### src/rtl/lpc_io_target.sv
// LPC I/O-cycle target front end for a 32-byte register window.
// Define LPC_IO_PORT80_EN to snoop POST-code writes to I/O 0x0080.
module lpc_io_target #(
    parameter logic [15:0] BASE_ADDR  = 16'h0800,
    parameter int unsigned SYNC_WAITS = 0
) (
    input  logic       LpcClock,
    input  logic       PciReset,
    input  logic       LpcFrame_n,
    input  logic [3:0] LadIn,
    output logic [3:0] LadOut,
    output logic       LadOe,
    output logic [7:0] AddrReg,
    output logic [7:0] DataWr,
    output logic       WrStrobe,
    input  logic [7:0] DataRd,
    output logic [7:0] Port80Code,
    output logic       Port80Valid
);
    typedef enum logic [3:0] {
        IDLE, CYCTYPE, ADDR, WDATA, HTAR,
        SYNC, RDATA, TTAR, IGNORE
    } state_t;

    localparam logic [3:0] WAITS = 4'(SYNC_WAITS);
    localparam logic [3:0] FIRST_SYNC =
        (SYNC_WAITS == 0) ? 4'h0 : 4'h6;

    state_t      state;
    logic [3:0]  cnt;
    logic        isWrite;
    logic        snooping;
    logic [11:0] addrHi;
    logic [3:0]  wrLo;
    logic [3:0]  rdHi;
    logic [15:0] fullAddr;
    logic        hit;
    logic        snoop;

    assign fullAddr = {addrHi, LadIn};
    assign hit = fullAddr[15:5] == BASE_ADDR[15:5];

`ifdef LPC_IO_PORT80_EN
    assign snoop = isWrite && (fullAddr == 16'h0080);
`else
    assign snoop = 1'b0;
    assign Port80Code = 8'h00;
    assign Port80Valid = 1'b0;
`endif

    always_ff @(posedge LpcClock or negedge PciReset) begin
        if (!PciReset) begin
            state    <= IDLE;
            cnt      <= 4'h0;
            isWrite  <= 1'b0;
            snooping <= 1'b0;
            addrHi   <= 12'h000;
            wrLo     <= 4'h0;
            rdHi     <= 4'h0;
            LadOut   <= 4'hF;
            LadOe    <= 1'b0;
            AddrReg  <= 8'h00;
            DataWr   <= 8'h00;
            WrStrobe <= 1'b0;
`ifdef LPC_IO_PORT80_EN
            Port80Code  <= 8'h00;
            Port80Valid <= 1'b0;
`endif
        end else begin
            WrStrobe <= 1'b0;
`ifdef LPC_IO_PORT80_EN
            Port80Valid <= 1'b0;
`endif
            // LFRAME# low always wins: abort, or (re)start
            if (!LpcFrame_n) begin
                state  <= (LadIn == 4'h0) ? CYCTYPE : IGNORE;
                LadOe  <= 1'b0;
                LadOut <= 4'hF;
                cnt    <= 4'h0;
            end else begin
                unique case (state)
                    IDLE: ;
                    CYCTYPE: begin
                        cnt <= 4'h0;
                        if (LadIn[3:2] == 2'b00) begin
                            isWrite <= LadIn[1];
                            state   <= ADDR;
                        end else begin
                            state <= IGNORE;
                        end
                    end
                    ADDR: begin
                        addrHi <= fullAddr[11:0];
                        cnt    <= cnt + 4'h1;
                        if (cnt == 4'h3) begin
                            cnt      <= 4'h0;
                            snooping <= snoop;
                            if (snoop) begin
                                state <= WDATA;
                            end else if (hit) begin
                                AddrReg <= {3'b000, fullAddr[4:0]};
                                state   <= isWrite ? WDATA : HTAR;
                            end else begin
                                state <= IGNORE;
                            end
                        end
                    end
                    WDATA: begin
                        if (cnt == 4'h0) begin
                            wrLo <= LadIn;
                            cnt  <= 4'h1;
                        end else if (snooping) begin
`ifdef LPC_IO_PORT80_EN
                            Port80Code  <= {LadIn, wrLo};
                            Port80Valid <= 1'b1;
`endif
                            state <= IGNORE;
                        end else begin
                            DataWr   <= {LadIn, wrLo};
                            WrStrobe <= 1'b1;
                            cnt      <= 4'h0;
                            state    <= HTAR;
                        end
                    end
                    HTAR: begin
                        if (cnt == 4'h0) begin
                            cnt <= 4'h1;
                        end else begin
                            cnt    <= 4'h0;
                            LadOe  <= 1'b1;
                            LadOut <= FIRST_SYNC;
                            state  <= SYNC;
                        end
                    end
                    SYNC: begin
                        if (cnt == WAITS) begin
                            cnt <= 4'h0;
                            if (isWrite) begin
                                LadOut <= 4'hF;
                                state  <= TTAR;
                            end else begin
                                rdHi   <= DataRd[7:4];
                                LadOut <= DataRd[3:0];
                                state  <= RDATA;
                            end
                        end else begin
                            cnt    <= cnt + 4'h1;
                            LadOut <= (cnt + 4'h1 == WAITS) ?
                                      4'h0 : 4'h6;
                        end
                    end
                    RDATA: begin
                        if (cnt == 4'h0) begin
                            LadOut <= rdHi;
                            cnt    <= 4'h1;
                        end else begin
                            LadOut <= 4'hF;
                            cnt    <= 4'h0;
                            state  <= TTAR;
                        end
                    end
                    TTAR: begin
                        if (cnt == 4'h0) begin
                            LadOe <= 1'b0;
                            cnt   <= 4'h1;
                        end else begin
                            cnt   <= 4'h0;
                            state <= IDLE;
                        end
                    end
                    IGNORE: begin
                        state <= IDLE;
                    end
                    default: begin
                        state <= IDLE;
                        LadOe <= 1'b0;
                    end
                endcase
            end
        end
    end
endmodule

### config.mk
export PLATFORM = sky130hd
export DESIGN_NAME = lpc_io_target
export DESIGN_NICKNAME = d
export VERILOG_FILES = /design/src/rtl/lpc_io_target.sv
export SDC_FILE = /design/constraint.sdc
export NUM_CORES = 1
export LEC_CHECK = 0
export BUFFER_PORTS_ARGS = -buffer_cell sky130_fd_sc_hd__buf_4
export CORE_MARGIN = 5
export CORE_UTILIZATION = 35
export CTS_BUF_LIST = sky130_fd_sc_hd__clkbuf_2 sky130_fd_sc_hd__clkbuf_4 sky130_fd_sc_hd__clkbuf_8
export DETAILED_ROUTE_END_ITERATION = 10
export SLEW_MARGIN = 25
export SYNTH_ARGS = -nofsm -noshare
export SYNTH_HDL_FRONTEND = slang
export SYNTH_SLANG_ARGS = --single-unit
export TNS_END_PERCENT = 20
### constraint.sdc
create_clock -name LpcClock -period 4.9 [get_ports LpcClock]
set_input_delay 0.735 -clock LpcClock [delete_from_list [all_inputs] [get_ports LpcClock]]
set_output_delay 0.735 -clock LpcClock [all_outputs]
set_load 0.01 [all_outputs]
; Word-level counts from Yosys, hierarchy flattened
; Cells that the tools add are included.
[totals]
ff_bits = 48
wordCells = 83
output_inout_bits = 31
inputBits = 15
[op_classes]
reduce_logical = 17
n_eq_ne = 21
addsub = 1
n_mux = 31
n_bitwise = 2
[op_table]
columns = op, n
row1 = $mux W4, 17
row2 = $pmux W4 S8, 1
row3 = $ne A3 B3 Y1 const B, 7
row4 = $eq A4 B3 Y1 const B, 4
row5 = $logic_not A4 Y1, 4
row6 = $pmux W4 S4, 1
row7 = $eq A4 B2 Y1 const B, 3
row8 = $pmux W4 S3, 1
row9 = $reduce_and A3 Y1, 4
row10 = $eq A11 B7 Y1 const B, 1
row11 = $mux W1, 8
row12 = $reduce_and A4 Y1, 2
row13 = $reduce_and A7 Y1, 1
row14 = $reduce_or A7 Y1, 1
row15 = $mux W3, 2
row16 = $ne A6 B2 Y1 const B, 1
row17 = $add A4 B1 Y4 const B, 1
row18 = $eq A4 B1 Y1 const B, 1
row19 = $eq A4 B4 Y1 const B, 1
row20 = $ne A2 B2 Y1 const B, 2
row21 = $ne A4 B1 Y1 const B, 1
row22 = $reduce_and A2 Y1, 2
row23 = $reduce_or A4 Y1, 1
row24 = $pmux W1 S3, 1
row25 = other kinds (3), 4

; Logic depth before layout (Yosys ltp)
[logic_depth]
ltp_word = 6
ltp_mapped = 8
mapped_depth_nobuf = 7

; Worst setup path after synthesis
; OpenSTA, ideal clock, no wires.
[synth_path]
path_type = input to register
startpoint = in LpcFrame_n
endpoint = reg isWrite
slack_ns = 3.000
setup_ns = 0.125
n_path_buf = 2
t_required_ns = 4.775
stages = 5
arrival_time_ns = 1.776
path_cell_list = buf_2 > buf_1 > nand2_1 > nor3_1 > mux2_2
[synth_between]
elab_chain_cells = 1
[synth_lines]
columns = element, line_no
row1 = from (decl), 9  ; input logic LpcFrame_n,
row2 = $reduce_and A3 Y1 (no line), --
row3 = to (signal assigned), 86  ; isWrite <= LadIn[1];
row4 = to (decl), 31  ; logic isWrite;
; No other way between the ends.
; A chain may end at the register's enable or synchronous reset.

; Worst setup path in the final report
[layout_path]
startpoint = reg state[1]
endpoint = reg AddrReg[3]
[layout_between]
elab_chain_cells = 2
[layout_lines]
columns = element, line_no
row1 = from (decl), 29  ; state_t state;
row2 = from (signal assigned), 76  ; state <= (LadIn == 4'h0) ? CYCTYPE : IGNORE;
row3 = from (signal assigned), 102  ; state <= isWrite ? WDATA : HTAR;
row4 = $eq A4 B2 Y1, 81  ; unique case (state)
row5 = $reduce_and A4 Y1 (no line), --
row6 = to (signal assigned), 101  ; AddrReg <= {3'b000, fullAddr[4:0]};
row7 = to (decl), 13  ; output logic [7:0] AddrReg,
; No other way between the ends.

==> impl_metrics.csv <==
group,metric,value,unit
worst_setup_path,crit_path_top_delay_cell,"dfrtp_1",
cts,post_cts_buffers,0,
drt,final_antenna_net_count,0,
timing,fin_skew,0.00757,ns
die,rows,30,
drt,via_count,1700,
global_route,grt_overflow,0,
final_layout,areaGrowthSynthToFinish,15.9,%
yosys,synthFlopType,"dfrtp_1",
pwr,p_sw_share,23.0,%
timing,finalMaxSlewViolations,0,
die,initial_core_util,36.3,%
cts,holdBufCountCts,0,
timing,period_share,43.1,%
drt,drc_errors,0,
timing,rsz0062_at_grt,"no",
worst_setup_path,criticalPathCategory,"reg2reg",
pwr,powerDensity,267,mW/mm^2
worst_setup_path,rrSetupSlack,2.79,ns
cts,cts.sinks,48,
worst_setup_path,crit_required,5.10,ns
pwr,combPwrFrac,6.4,%
yosys,ys_async_sr_fraction,100,%
flow_run,cap_violations,0,
global_route,grt_pass1_wl,8510,microns
worst_setup_path,crit_family,"simple AND/OR/NAND/NOR gates",
timing,tns,0,ns
global_route,antenna_found_initial,0,
timing,finalSetupViolCount,0,
worst_setup_path,reg2reg_from,"state[1]",
die,dieHeight,94.1,microns
timing,fmax,474,MHz
die,core,0.00683,sq mm
pwr,internal-power,590,uW
timing,hold_viol_final,0,
cts,cts_root_buf,"clkbuf_8",
cts,cts_tree,"built",
final_layout,antenna_cells,0,
cts,insertion_delay,0.31,ns
cts,clk_path_buf_depth,2,
cts,ctsResizeCount,0,
yosys,synth_area,0.00248,sq mm
place,gp_congestion,0.788,
die,dieArea,0.00886,sq mm
drt,wl_met1,2470,microns
worst_setup_path,cp-startpoint,"state[1]",
yosys,ys_seq_area_share,48.7,%
die,die_w,94.1,microns
worst_setup_path,r2r_cells,4,
worst_setup_path,r2r_end,"AddrReg[3]",
place,portBuffers,33,
timing,period_minus_slack,2.11,ns
yosys,yosys_register_bits,48,
cts,cts_max_level,2,
drt,drt-total-wl,5100,microns
worst_setup_path,cp.depth,4,
min_path,worstHoldPathType,"in2async",
global_route,grt_pass1_vias,1727,
pwr,p_clk_share,40.3,%
drt,dr_wl_met2,2280,microns
drt,top_layer_used,"met4",
timing,hold_slack,0.435,ns
global_route,grt_max_degree,49,
drt,routedWlPerCell,14.9,microns
global_route,grtUsageTotal,12.1,%
outcome,outcome,"complete, no violations",
pwr,p_leak,0.00135,uW
timing,worst_slew_pin_slew,0.593,ns
yosys,avgSynthCellArea,11.6,sq um
drt,drt_iter0_drc,85,
pwr,p_switching,176,uW
pwr,ir_drop,0.160,mV
yosys,synth_edf_count,0,
yosys,synth.distinct_cells,48,
drt,drtPass1Iterations,4,
timing,worst_slew_margin_rel,60.5,%
drt,viasPerCell,4.97,
worst_setup_path,crit_end,"AddrReg[3]",
cts,numCtsBuffers,5,
worst_setup_path,critPathMaxFanout,15,
worst_setup_path,worstPathArrival,2.31,ns
worst_setup_path,worstSetupStartpointType,"register",
drt,dr_wl_met3,312,microns
yosys,yosysWarnings,0,
yosys,synthCells,214,
worst_setup_path,max_stage_delay,0.63,ns
worst_setup_path,crit_path_end_kind,"register",
final_layout,layout-drive-gt1-share,39.8,%
worst_setup_path,worst-path-buf-inv,0,
worst_setup_path,cp_cell_sequence,"nor2b_1, nand3_2, nor3_4, mux2_2",
cts,clk_pin_slew,0.10,ns
pwr,p_seq_share,53.2,%
final_layout,nets,263,
die,pin_count,46,
place,hpwl,3640,microns
==> worst min-delay path by stage <==
stage                     startpoint         end  slack [ns]  depth (start not counted)
after detailed placement     wrLo[1]   DataWr[1]        0.49                          1
after global placement       wrLo[2]     wrLo[2]        0.49                          1
after floorplan             PciReset  AddrReg[0]        0.44                          0
after CTS                   PciReset  AddrReg[2]        0.46                          1
after global routing        PciReset   DataWr[6]        0.48                          1
final                       PciReset  AddrReg[2]        0.43                          1
==> layout by cell type, fill, tap and decap left out, types with 6 or more instances in the layout <==
cell,n
nand2b_1,6
mux2_2,34
o21ai_0,14
dfrtp_1,44
conb_1,12
clkbuf_8,6
nor2_1,8
nand2_1,10
nor3_1,6
a21oi_1,7
buf_4,33
==> power groups by stage <==
stage | clock (uW) | sequential [uW] | combinational [uW]
2_1_floorplan | 0 | 415 | 29.6
3_3_place_gp | 0 | 416 | 49.7
3_5_place_dp | 0 | 416 | 50.1
4_1_cts | 313 | 408 | 50.1
5_1_grt | 330 | 409 | 55.9
6_report | 309 | 408 | 49.2
==> registers in the layout, indices dropped and copies added, names as in the netlist <==
name / cells
state: 4
rdHi: 4
isWrite: 1
addrHi: 12
cnt: 4
LadOe: 1
AddrReg: 5
wrLo: 4
WrStrobe: 1
LadOut: 4
DataWr: 8
==> cell families after synthesis <==
group / after synthesis / synth area share [%]
simple gates: 63 / 15.8
flops: 48 / 48.7
compound gates: 39 / 10.9
mux: 36 / 16.7
buf+inv: 23 / 6.01
fa+ha+maj: 3 / 1.52
other cells: 1 / 0.151
xor+xnor: 1 / 0.354
==> through the flow <==
stage / worst slack (ns) / area, sq um / cells / total power, uW / util (%)
finish: 2.79 / 2870 / 342 / 766 / 42.0
global route: 2.65 / 2870 / 342 / 795 / 42.0
CTS: 2.78 / 2870 / 342 / 771 / 42.0
detailed placement: 2.69 / 2750 / 334 / 466 / 40.2
global placement: 2.73 / 2750 / 334 / 465 / 40.2
floorplan: 3.00 / 2520 / 225 / 445 / -
==> synthesized netlist by cell type (2+ instances only) <==
cell type  number  share of area [%]
a21oi_1         7                1.4
a31oi_1         4                1.0
and3_1          2               0.50
buf_2           5                1.0
buf_4          13                3.9
dfrtp_1        44                 44
dfstp_2         4                4.2
ha_1            3                1.5
inv_1           3               0.45
mux2_2         34                 15
mux2_4          2                1.2
nand2_1        10                1.5
nand2b_1        6                1.5
nand3_1         2               0.40
nand4_1         3               0.76
nor2_1          8                1.2
nor2_2          3               0.76
nor2b_1         4                1.0
nor3_1          6                1.2
nor3_2          2               0.81
nor4_1          3               0.76
o21a_1          3               0.91
o21ai_0        14                2.8
o311ai_0        2               0.71
or2_2           2               0.50
or3_1           2               0.50
or3b_1          2               0.71
==> layout make-up <==
class / instances / area [sq um]
fill: 672 / 3960
sequential: 48 / 1210
multi-input combinational: 154 / 1160
timing repair buffer: 33 / 248
tap: 96 / 120
clock buffer: 6 / 82.6
clock inverter: 2 / 38.8
inverter: 3 / 11.3
==> layer usage <==
metal	track usage (%)	vias up
met5	0	-
met4	3.13	0
met1	17.3	834
met2	18.1	49
met3	3.29	4
li1	-	813
Note: power is estimated with default switching activity, not from simulation.
